<file path="config.mk">
export PLATFORM = sky130hd
export DESIGN_NAME = wb_bus_ctrl
export DESIGN_NICKNAME = d
export VERILOG_FILES = /design/src/rtl/wb_bus_pkg.sv /design/src/rtl/wb_timeout_cnt.sv /design/src/rtl/wb_bus_ctrl.sv
export SDC_FILE = /design/constraint.sdc
export NUM_CORES = 1
export LEC_CHECK = 0
export CAP_MARGIN = 0
export CORE_ASPECT_RATIO = 0.8
export CORE_MARGIN = 2
export CORE_UTILIZATION = 30
export DETAILED_ROUTE_END_ITERATION = 8
export GPL_TIMING_DRIVEN = 0
export HOLD_SLACK_MARGIN = 0.02
export PLACE_DENSITY = 0.73
export SLEW_MARGIN = 10
export SYNTH_ARGS = -nofsm -noshare
export SYNTH_HDL_FRONTEND = slang
export SYNTH_SLANG_ARGS = --single-unit
export TNS_END_PERCENT = 5
</file>
<file path="constraint.sdc">
create_clock -name wb_clk_i -period 2.31 [get_ports wb_clk_i]
set_input_delay 0.462 -clock wb_clk_i [delete_from_list [all_inputs] [get_ports wb_clk_i]]
set_output_delay 0.462 -clock wb_clk_i [all_outputs]
set_load 0.05 [all_outputs]
</file>
<file path="src/rtl/wb_bus_pkg.sv">
// Shared types, defaults and helpers for the Wishbone bus controller.
package wb_bus_pkg;

  // Controller sequencing states.
  typedef enum logic [1:0] {
    ST_IDLE = 2'd0,
    ST_REQ  = 2'd1,
    ST_RESP = 2'd2
  } state_t;

  // Word returned to the master when a transfer is terminated with an error.
  localparam logic [31:0] ERR_DATA_DEFAULT = 32'hDEAD_BEEF;

  // Default number of REQ cycles allowed before a transfer is declared hung.
  localparam int unsigned TIMEOUT_DEFAULT = 255;

  // Counter width able to hold any count up to the timeout value.
  function automatic int unsigned cnt_width(input int unsigned timeout);
    return $clog2(timeout + 1);
  endfunction

  localparam int unsigned CNT_W_DEFAULT = cnt_width(TIMEOUT_DEFAULT);

  // Slave index field of an address; n_slv is a power of two.
  function automatic logic [31:0] slv_index(input logic [31:0] adr,
                                            input int unsigned sel_lsb,
                                            input int unsigned n_slv);
    return (adr >> sel_lsb) & (n_slv - 1);
  endfunction

endpackage

</file>
<file path="src/rtl/wb_timeout_cnt.sv">
// Clear / enable / expire counter. expired is high in the enabled cycle in
// which the count equals LIMIT-1, i.e. the LIMIT-th enabled cycle.
module wb_timeout_cnt #(
  parameter int unsigned W     = 8,
  parameter int unsigned LIMIT = 255
) (
  input  logic clk,
  input  logic rst_n,
  input  logic clr,
  input  logic en,
  output logic expired
);

  logic [W-1:0] cnt;

  assign expired = en && (cnt == W'(LIMIT - 1));

  // Count enabled cycles; clear has priority so every window starts at 0.
  always_ff @(posedge clk or negedge rst_n) begin
    if (!rst_n) begin
      cnt <= '0;
    end else if (clr) begin
      cnt <= '0;
    end else if (en) begin
      cnt <= cnt + W'(1);
    end
  end

endmodule

</file>
<file path="src/rtl/wb_bus_ctrl.sv">
// Wishbone bus controller: decodes master cycles to one of N_SLV windows,
// runs one transfer at a time and terminates hung or unmapped transfers
// with ERR_DATA, a sticky error flag, the failing address and an IRQ pulse.
//
// Handshake: the master request is taken when wbs_cyc_i & wbs_stb_i are high
// in IDLE; the selected slave sees cyc/stb until it acks; wbs_ack_o is high
// for exactly one cycle in RESP; a mandatory IDLE cycle follows every RESP.
module wb_bus_ctrl
  import wb_bus_pkg::*;
#(
  parameter int unsigned N_SLV    = 4,
  parameter logic [31:0] BASE     = 32'h3000_0000,
  parameter int unsigned SEL_LSB  = 16,
  parameter int unsigned TIMEOUT  = TIMEOUT_DEFAULT,
  parameter logic [31:0] ERR_DATA = ERR_DATA_DEFAULT
) (
  input  logic                  wb_clk_i,
  input  logic                  wb_rst_n,
  input  logic                  wbs_cyc_i,
  input  logic                  wbs_stb_i,
  input  logic                  wbs_we_i,
  input  logic [3:0]            wbs_sel_i,
  input  logic [31:0]           wbs_adr_i,
  input  logic [31:0]           wbs_dat_i,
  output logic                  wbs_ack_o,
  output logic [31:0]           wbs_dat_o,
  output logic [N_SLV-1:0]      s_cyc_o,
  output logic [N_SLV-1:0]      s_stb_o,
  output logic                  s_we_o,
  output logic [3:0]            s_sel_o,
  output logic [31:0]           s_adr_o,
  output logic [31:0]           s_dat_o,
  input  logic [N_SLV*32-1:0]   s_dat_i,
  input  logic [N_SLV-1:0]      s_ack_i,
  input  logic                  err_clr_i,
  output logic                  err_o,
  output logic [31:0]           err_adr_o,
  output logic                  irq_o
);

  localparam int unsigned SW = $clog2(N_SLV);
  localparam int unsigned CW = cnt_width(TIMEOUT);

  state_t        state_q, state_d;
  logic [SW-1:0] sel_q;
  logic [31:0]   adr_q;
  logic          resp_err_q;
  logic          mapped, sel_ack, expired;
  logic [31:0]   sel_dat;
  logic          accept_map, accept_unmap, done_ok, done_err;

  assign mapped  = (wbs_adr_i[31:24] == BASE[31:24]);
  assign sel_ack = s_ack_i[sel_q];
  assign sel_dat = s_dat_i[32*sel_q +: 32];

  // Only the latched slave sees cyc/stb, and only while in REQ.
  assign s_stb_o   = (state_q == ST_REQ) ? (N_SLV'(1) << sel_q) : '0;
  assign s_cyc_o   = s_stb_o;
  assign wbs_ack_o = (state_q == ST_RESP);
  assign irq_o     = (state_q == ST_RESP) && resp_err_q;

  wb_timeout_cnt #(
    .W     (CW),
    .LIMIT (TIMEOUT)
  ) u_timeout_cnt (
    .clk     (wb_clk_i),
    .rst_n   (wb_rst_n),
    .clr     (state_q != ST_REQ),
    .en      (state_q == ST_REQ),
    .expired (expired)
  );

  // State register.
  always_ff @(posedge wb_clk_i or negedge wb_rst_n) begin
    if (!wb_rst_n) state_q <= ST_IDLE;
    else           state_q <= state_d;
  end

  // Next state and transfer events; abort beats ack, ack beats timeout.
  always_comb begin
    state_d      = state_q;
    accept_map   = 1'b0;
    accept_unmap = 1'b0;
    done_ok      = 1'b0;
    done_err     = 1'b0;
    case (state_q)
      ST_IDLE: begin
        if (wbs_cyc_i && wbs_stb_i) begin
          if (mapped) begin
            accept_map = 1'b1;
            state_d    = ST_REQ;
          end else begin
            accept_unmap = 1'b1;
            state_d      = ST_RESP;
          end
        end
      end
      ST_REQ: begin
        if (!wbs_cyc_i) begin
          state_d = ST_IDLE;
        end else if (sel_ack) begin
          done_ok = 1'b1;
          state_d = ST_RESP;
        end else if (expired) begin
          done_err = 1'b1;
          state_d  = ST_RESP;
        end
      end
      ST_RESP: state_d = ST_IDLE;
      default: state_d = ST_IDLE;
    endcase
  end

  // Request latches, response data and the sticky error record.
  always_ff @(posedge wb_clk_i or negedge wb_rst_n) begin
    if (!wb_rst_n) begin
      sel_q      <= '0;
      adr_q      <= '0;
      s_we_o     <= 1'b0;
      s_sel_o    <= '0;
      s_adr_o    <= '0;
      s_dat_o    <= '0;
      wbs_dat_o  <= '0;
      resp_err_q <= 1'b0;
      err_o      <= 1'b0;
      err_adr_o  <= '0;
    end else begin
      resp_err_q <= accept_unmap || done_err;
      if (accept_map || accept_unmap) adr_q <= wbs_adr_i;
      if (accept_map) begin
        sel_q   <= SW'(slv_index(wbs_adr_i, SEL_LSB, N_SLV));
        s_we_o  <= wbs_we_i;
        s_sel_o <= wbs_sel_i;
        s_adr_o <= wbs_adr_i;
        s_dat_o <= wbs_dat_i;
      end
      if (done_ok) wbs_dat_o <= sel_dat;
      // A new error outranks a simultaneous clear.
      if (accept_unmap || done_err) begin
        wbs_dat_o <= ERR_DATA;
        err_o     <= 1'b1;
        err_adr_o <= accept_unmap ? wbs_adr_i : adr_q;
      end else if (err_clr_i) begin
        err_o <= 1'b0;
      end
    end
  end

endmodule
</file>
# After elaboration in Yosys (flattened, before gate mapping)
# Cells that the tools add are included.
# classes
n_addsub	1
magnitude_cmp	1
eq_ne	7
shifts	2
n_mux	29
reduce_logical	10
# op_table
operator	count
128-bit by 8-bit variable part select with 32-bit output	1
32-bit two-way mux	3
1-bit two-way mux	16
8-bit two-way mux	2
2-bit two-way mux	5
8-bit by 1-bit adder with 8-bit output, second input constant	1
8-bit by 6-bit equality test with 1-bit output, second input constant	1
8-bit equality test, second input constant	1
2-bit nonzero test	3
4-bit two-way mux	1
4-bit inequality test, second input constant	1
2-bit case mux with 2 select lines	1
1-bit by 2-bit << shifter with 4-bit output, first input constant	1
1-bit logical AND	3
2-bit by 3-bit less-than comparator with 1-bit output, second input constant	1
1-bit binary-select mux with 2-bit select	1
2-bit by 1-bit equality test with 1-bit output, second input constant	1
2-bit equality test, second input constant	1
2-bit logical NOT	1
1-bit logical OR	2
2-bit by 1-bit inequality test with 1-bit output, second input constant	1
2-bit inequality test, second input constant	1
2-bit AND reduction	1
# totals
ff_bits	179
input_bits	206
out_inout_bits	144

# Depth between registers and ports, before layout
# Gate-level depths: netlist (run 1).
# depth
depth_word	8
mapped_depth	7
depth_no_buf	7

# Cells and area by module
# A second synthesis (run 1) with hierarchy kept.
# hier_totals
hier_cells	636
area_unflattened_um2	8096.5
# modules_own_cells
module	n_inst	cells_per_inst	area_per_inst_um2	seq_area_each_um2
wb_bus_ctrl	1	595	7684.9	4229.1
wb_timeout_cnt	1	41	411.6	200.2

# Worst setup path after synthesis (run 1)
# No wires, ideal clock.
# synth_timing
path_kind	register to output
start	reg, netlist name s_adr_o[17]
end	out s_stb_o[2]
arrival_ps	2938
slack_ps	-1090
path_stages_with_launch	5
path_cell_list	dfrtp_1 -> clkbuf_1 -> clkbuf_1 -> nor3b_1 -> buf_4
# synth_rtl
item	line_no	source
end: declaration	wb_bus_ctrl.sv:28	output logic [N_SLV-1:0] s_stb_o,

# Worst setup path after layout (run 1)
# layout_timing
start	in wbs_adr_i[27]
end	reg wbs_dat_o[23]
# layout_via
elab_chain_cells	6
# layout_rtl
item	line_no	source
start: declaration	wb_bus_ctrl.sv:23	input logic [31:0] wbs_adr_i,
8-bit by 6-bit equality test with 1-bit output *	wb_bus_ctrl.sv:52	assign mapped = (wbs_adr_i[31:24] == BASE[31:24]);
1-bit two-way mux *	wb_bus_ctrl.sv:89	if (mapped) begin
1-bit two-way mux *	wb_bus_ctrl.sv:88	if (wbs_cyc_i && wbs_stb_i) begin
1-bit two-way mux *	wb_bus_ctrl.sv:86	case (state_q)
1-bit logical OR *	wb_bus_ctrl.sv:139	if (accept_unmap || done_err) begin
32-bit two-way mux or 2-bit nonzero test (tied branches)	--	
end signal: assignment	wb_bus_ctrl.sv:137	if (done_ok) wbs_dat_o <= sel_dat;
end: declaration	wb_bus_ctrl.sv:26	output logic [31:0] wbs_dat_o,
# Every way passes the cells marked *; elsewhere a longest branch is shown, timed or not.
# A chain may end at the register's enable or synchronous reset.

==> results of run 1 <==
## area by class of cell
| cell class | count | share of cell area [%] |
|---|---|---|
| plain buffers | 44 | 2.15 |
| clock buffers | 19 | 3.47 |
| clock inverters | 12 | 1.16 |
| inverters | 3 | 0.0903 |
| multi-input cells | 436 | 25.7 |
| flip-flops and latches | 177 | 35.6 |
| well taps | 351 | 3.52 |
| repair buffers | 353 | 28.3 |
## layout by cell type, fill, tap and decap left out, types with 7 or more instances in the layout
cell and n:
clkbuf_16 17, buf_2 12, mux4_2 33, o21ai_1 32
clkbuf_1 18, a21oi_1 9, nand2_1 190, and2_1 7
mux2i_1 31, nor2_1 10, buf_4 12, mux2_2 61
dfrtp_1 175, nand3_1 30, clkdlybuf4s50_1 338
## where the power goes
part	leakage (nW)	internal [mW]	switching, mW
sequential	2.24	3.30	0.110
combinational	2.85	0.691	0.825
clock	0.281	1.62	1.28
total	5.37	5.61	2.22
## per-stage QoR
stage	instances	total power, mW	TNS, ns
after floorplan	661	4.18	-0.0566
after global routing	1395	8.18	0
after global placement	1361	4.97	-1274.69
after detailed placement	1362	5.00	-86.47
final	1395	7.82	0
after CTS	1394	7.93	-0.0713
## cells by family after synthesis
family	count (synthesis)
and+or+nand+nor	258
DFF	177
muxes	125
buffers and inverters	48
AOI/OAI and AO/OA	45
xor gates and xnor gates	6
adders and majority gates	2
## state kept, by name, indices dropped and copies added (netlist names)
name / count
s_we_o: 1
s_sel_o: 4
err_adr_o: 32
adr_q: 32
wbs_dat_o: 32
s_dat_o: 32
resp_err_q: 1
state_q: 2
s_adr_o: 32
err_o: 1
u_timeout_cnt.cnt: 8
## path summary, 6_finish.rpt
path	start	to	slack, ns	cells after the start
setup reg to reg	state_q[1]$_DFFE_PN0P_	err_adr_o[15]$_DFFE_PN0P_	0.22	5
setup / recovery	wbs_adr_i[27]	wbs_dat_o[23]$_DFFE_PN0P_	0.09	6
hold reg to reg	s_adr_o[29]$_DFFE_PN0P_	s_adr_o[29]$_DFFE_PN0P_	0.47	1
min in group wb_clk_i	s_adr_o[29]$_DFFE_PN0P_	s_adr_o[29]$_DFFE_PN0P_	0.47	1
hold / removal	wb_rst_n	s_dat_o[4]$_DFFE_PN0P_	0.09	1
max in group asynchronous	wb_rst_n	adr_q[17]$_DFFE_PN0P_	1.34	2
## routing by layer
layer,up-vias,global-route usage [%]
li1,3002,-
met1,3149,22.1
met2,259,30.5
met3,29,5.22
met4,0,5.80
met5,-,0
## repair_timing
item,4_1_cts,5_1_grt
cloned,0,0
pin swaps,2,2
hold buffers,0,0
gates resized for setup,65,13
setup endpoints to repair,133,63
buffers inserted,2,1
==> results.txt, run 1 <==
ys flop type: dfrtp_1
initial antenna violation count: 0
FILL cells: 2,299
DP HPWL: 19,100 um
Max Clk Rate: 0.451 GHz
Lkg Pwr: 5.37 nW
Die Y: 148 um
first-pass iteration count of the detailed router: 4
area of the core: 25,400 um^2
final worst setup slack: 0.0908 ns
Worst VDD drop: 0.530 mV
Port Buf Inserts: 349
clock tree buffer depth: 2
root buffer cell: clkbuf_16
first-pass GRT wire length: 37,200 um
max-slew violations: 0
Max-Cap Viols: 0
post-synth top area cell: dfrtp_1
Row Count: 52
clk_lat worst skew: 0.42 ns
critical path's largest stage delay: 0.58 ns
Routed WL: 24,600 um
post-place setup slack: -0.815 ns
sequential area share after synthesis: 56.7%
Hold WS: 0.0885 ns
Post-DP Area: 11,800 um^2
fin area: 12,500 um^2
Area contributors post-synth: dfrtp_1 (57%), mux4_2 (9.5%), nand2_1 (9.2%)
Post-Synthesis Cell Area: 7810 um^2
top layer in use: met4
CTS tree: yes
Worst Setup End Kind: register
Commonest cells post-synth: nand2_1 (191), dfrtp_1 (177), mux2_2 (61), mux4_2 (33), o21ai_1 (32)
Tmin final: 2.22 ns
skew final: 0.0100 ns
# diodes: 0
Initial Utilization: 30.7%
number of DRC markers in iteration 0: 320
total CTS buffers: 17
largest family of logic cells by synthesized area: multiplexers
top-area cell type share of the netlist area: 56.7%
Synth Area in Simple Gates: 14.1%
RD Place Congestion: 0.799
FF/Latch Area: 4430 um^2
Metal-1 WL: 10,100 um
Congestion Overflow GR: 0
GRT Total Usage: 18.0%
Post-Synth Adder-Cell Area: 0.320%
area fraction in compound gates after synthesis: 3.06%
die width: 184 um
vias in the first global route: 6,652
outcome: completed
count leader, synth: nand2_1
footprint of the multi-input gates: 3210 um^2
Final ANT Viol Nets: 0
Rel. slew slack: 45.6%
EDFF count, synth: 0
RSZ-0062 raised after global routing: false
WL met2: 12,100 um
Power Density: 628 nW/um^2
Area Overhead vs Synth: 59.6%
largest net degree at the start of global routing: 105
H-Tree Depth: 4
gate count of the mapped netlist: 661
Remaining DRCs: 0
Post-Syn Nets: 869
Critical Path RT: 2.60 ns
layout cells sized above 1: 17.0%
Setup Viol. Count Final: 0
asr flop ratio synth: 100%
Final Hold Violating Endpoints: 0
Yosys reg bits: 177
clk slew on worst S/H paths: 0.07 ns
CP max stage cell: or4_4
delay-heaviest family, CP: simple AND/OR/NAND/NOR gates
drt via density: 4.62
critical path class: input port to register
final core occ: 49.0%
DIE AREA: 27,400 um^2
Worst Path Max Fanout: 10
routed length on met3: 1930 um
I/O Pins: 350
syn_area_per_cell: 11.8 um^2
post-synthesis mux area share: 22.3%
crit path buf inv count: 2
Tcrit/Tclk final: 96.1%
Worst-Margin Slew: 0.817 ns
final-stage net count: 1,240
wire per inst: 17.6 um
Post-Synth XOR/XNOR Area: 0.673%
CTS sink count: 177
cells along the critical path: clkdlybuf4s50_1 > or4_4 > o41a_1 > nor2_4 > buf_2 > nand3_1
Via Count: 6,439
Hold Crit Class: input port to async pin
Warnings, synthesis: 0
CP arrival: 2.51 ns
Netlist cell types: 37
crit path launch type: input port
(Power assumes the default switching activity.)
==> run 2, diff against run 1 <==
Settings changed: CORE_MARGIN 2 to not set.
==> run 2 against run 1 <==
  * The run now ends with hold timing left
  * Total power grew 0.75%
  * Clock power is 1% higher
  * Highest routed layer is now met5
  * Register-to-register slack is essentially flat
  * Flip-flop and latch count did not move
  * Non-clock buffer count rose by 4
  * Hold slack worse by 0.091 ns
  * Sequential power hardly changed
  * Final area grew 0.52%
  * Largest power group unchanged
  * Critical path depth up 1
  * Critical endpoint is now err_adr_o[21]$_DFFE_PN0P_
==> results.txt, run 2 (synthesized netlist as in run 1, its figures left out) <==
outcome: complete, but fails checks
failing checks: hold timing
Via Count: 6,424
Port Buf Inserts: 349
clk_lat worst skew: 0.43 ns
first-pass GRT wire length: 37,200 um
met3 usage in global routing: 5.01%
wire per inst: 17.2 um
grt met2 use: 31.2%
CP arrival: 2.53 ns
RSZ-0062 raised after global routing: true
DP HPWL: 18,600 um
die width: 182 um
Power Density: 629 nW/um^2
commonest non-fill, non-tap cell in the layout: clkdlybuf4s50_1
max-slew violations: 0
drt via density: 4.59
first-pass iteration count of the detailed router: 5
initial antenna violation count: 1
FILL cells: 2,265
Hold WS: -0.00253 ns
Final ANT Viol Nets: 0
Tmin final: 2.24 ns
total power: 7.88 mW
number of DRC markers in iteration 0: 232
area of the core: 25,400 um^2
Final Hold Violating Endpoints: 6
layout cells sized above 1: 17.5%
Tcrit/Tclk final: 96.9%
Max-Cap Viols: 0
skew final: 0.0117 ns
Hold Crit Class: input port to async pin
Die Y: 146 um
Lkg Pwr: 5.40 nW
I/O Pins: 350
clock tree buffer depth: 2
DIE AREA: 26,700 um^2
critical path class: input port to register
H-Tree Depth: 4
Worst VDD drop: 0.463 mV
Rel. slew slack: 57.4%
CTS Hold Bufs: 0
Routed WL: 24,000 um
root buffer cell: clkbuf_16
Area Overhead vs Synth: 60.4%
Row Count: 52
clk slew on worst S/H paths: 0.07 ns
# diodes: 0
Remaining DRCs: 0
Worst Setup End Kind: register
CTS tree: yes
Worst Path Max Fanout: 10
leading cell types in the layout, fill and taps excluded: clkdlybuf4s50_1 (338), nand2_1 (190), dfrtp_1 (175)
met1 global-route usage: 22.5%
final-stage net count: 1,244
Congestion Overflow GR: 0
total CTS buffers: 17
CTS sink count: 177
Initial Utilization: 30.7%
Max Clk Rate: 0.447 GHz
crit path launch type: input port
final core occ: 49.3%
grt peak-use layer: met2
GRT Total Usage: 18.3%
vias in the first global route: 6,680
Critical Path RT: 2.61 ns
Setup Viol. Count Final: 0
RD Place Congestion: 0.778
Worst-Margin Slew: 0.640 ns
largest net degree at the start of global routing: 98
## run 2: cell count changes in the layout (fill, tap and decap cells not counted), sizes merged
cell / delta
buf: +7
clkbuf: -3
clkinv: -1
clkinvlp: +2
inv: -1
## run 2: worst max-delay path, cell delays in order
cell	delay (ns)
clkdlybuf4s50_1	0.43
or4_4	0.58
o41a_1	0.51
buf_6	0.18
clkbuf_4	0.21
nand2_1	0.09
o21ai_1	0.07
## run 2: final cells by class
class                   instances  area, um^2  area share (%)
plain buffers                  44         293            2.34
clock buffers                  19         443            3.53
multi-input cells             436        3200            25.6
flip-flops and latches        177        4430            35.4
clock inverters                12         146            1.17
repair buffers                357        3560            28.4
well taps                     351         439            3.50
inverters                       3        16.3           0.130
## run 2: path summary, 6_finish.rpt
check	from	endpoint	slack [ns]	depth (start not counted)
max	wbs_adr_i[27]	err_adr_o[21]$_DFFE_PN0P_	0.07	7
min	wb_rst_n	s_dat_o[9]$_DFFE_PN0P_	-0.003	1
max reg2reg	s_adr_o[16]$_DFFE_PN0P_	err_adr_o[21]$_DFFE_PN0P_	0.21	6
min reg2reg	s_adr_o[28]$_DFFE_PN0P_	s_adr_o[28]$_DFFE_PN0P_	0.47	1
max in group asynchronous	wb_rst_n	adr_q[8]$_DFFE_PN0P_	1.41	2
min in group wb_clk_i	s_adr_o[28]$_DFFE_PN0P_	s_adr_o[28]$_DFFE_PN0P_	0.47	1
## run 2: repair_timing
action,in CTS,in global routing
setup endpoints to repair,136,122
pin swaps,3,3
resized for setup,67,21
setup buffers,2,5
## run 2: report_power, final
| group | total, mW | switching (mW) | leakage [nW] | internal [mW] |
|---|---|---|---|---|
| clock network | 2.94 | 1.30 | 0.279 | 1.64 |
| logic | 1.53 | 0.826 | 2.89 | 0.699 |
| registers | 3.41 | 0.113 | 2.24 | 3.30 |
| total | 7.88 | 2.24 | 5.40 | 5.64 |
## run 2: per-layer routing
layer | wire (um) | share of wire (%)
met1 | 10100 | 42
met4 | 408 | 1.7
met3 | 1740 | 7.2
met2 | 11800 | 49
met5 | 13 | 0.054
## run 2: per-stage QoR
step,TNS (ns),setup WS [ns],instance area [um^2],instances
5_1_grt,-0.0547,-0.0112,12500,1399
3_3_place_gp,-1276.10,-7.40,11800,1361
3_5_place_dp,-88.73,-0.801,11800,1362
4_1_cts,-1.99,-0.0965,12400,1394
6_report,0,0.0718,12500,1399
2_1_floorplan,-0.0566,-0.0566,7850,661
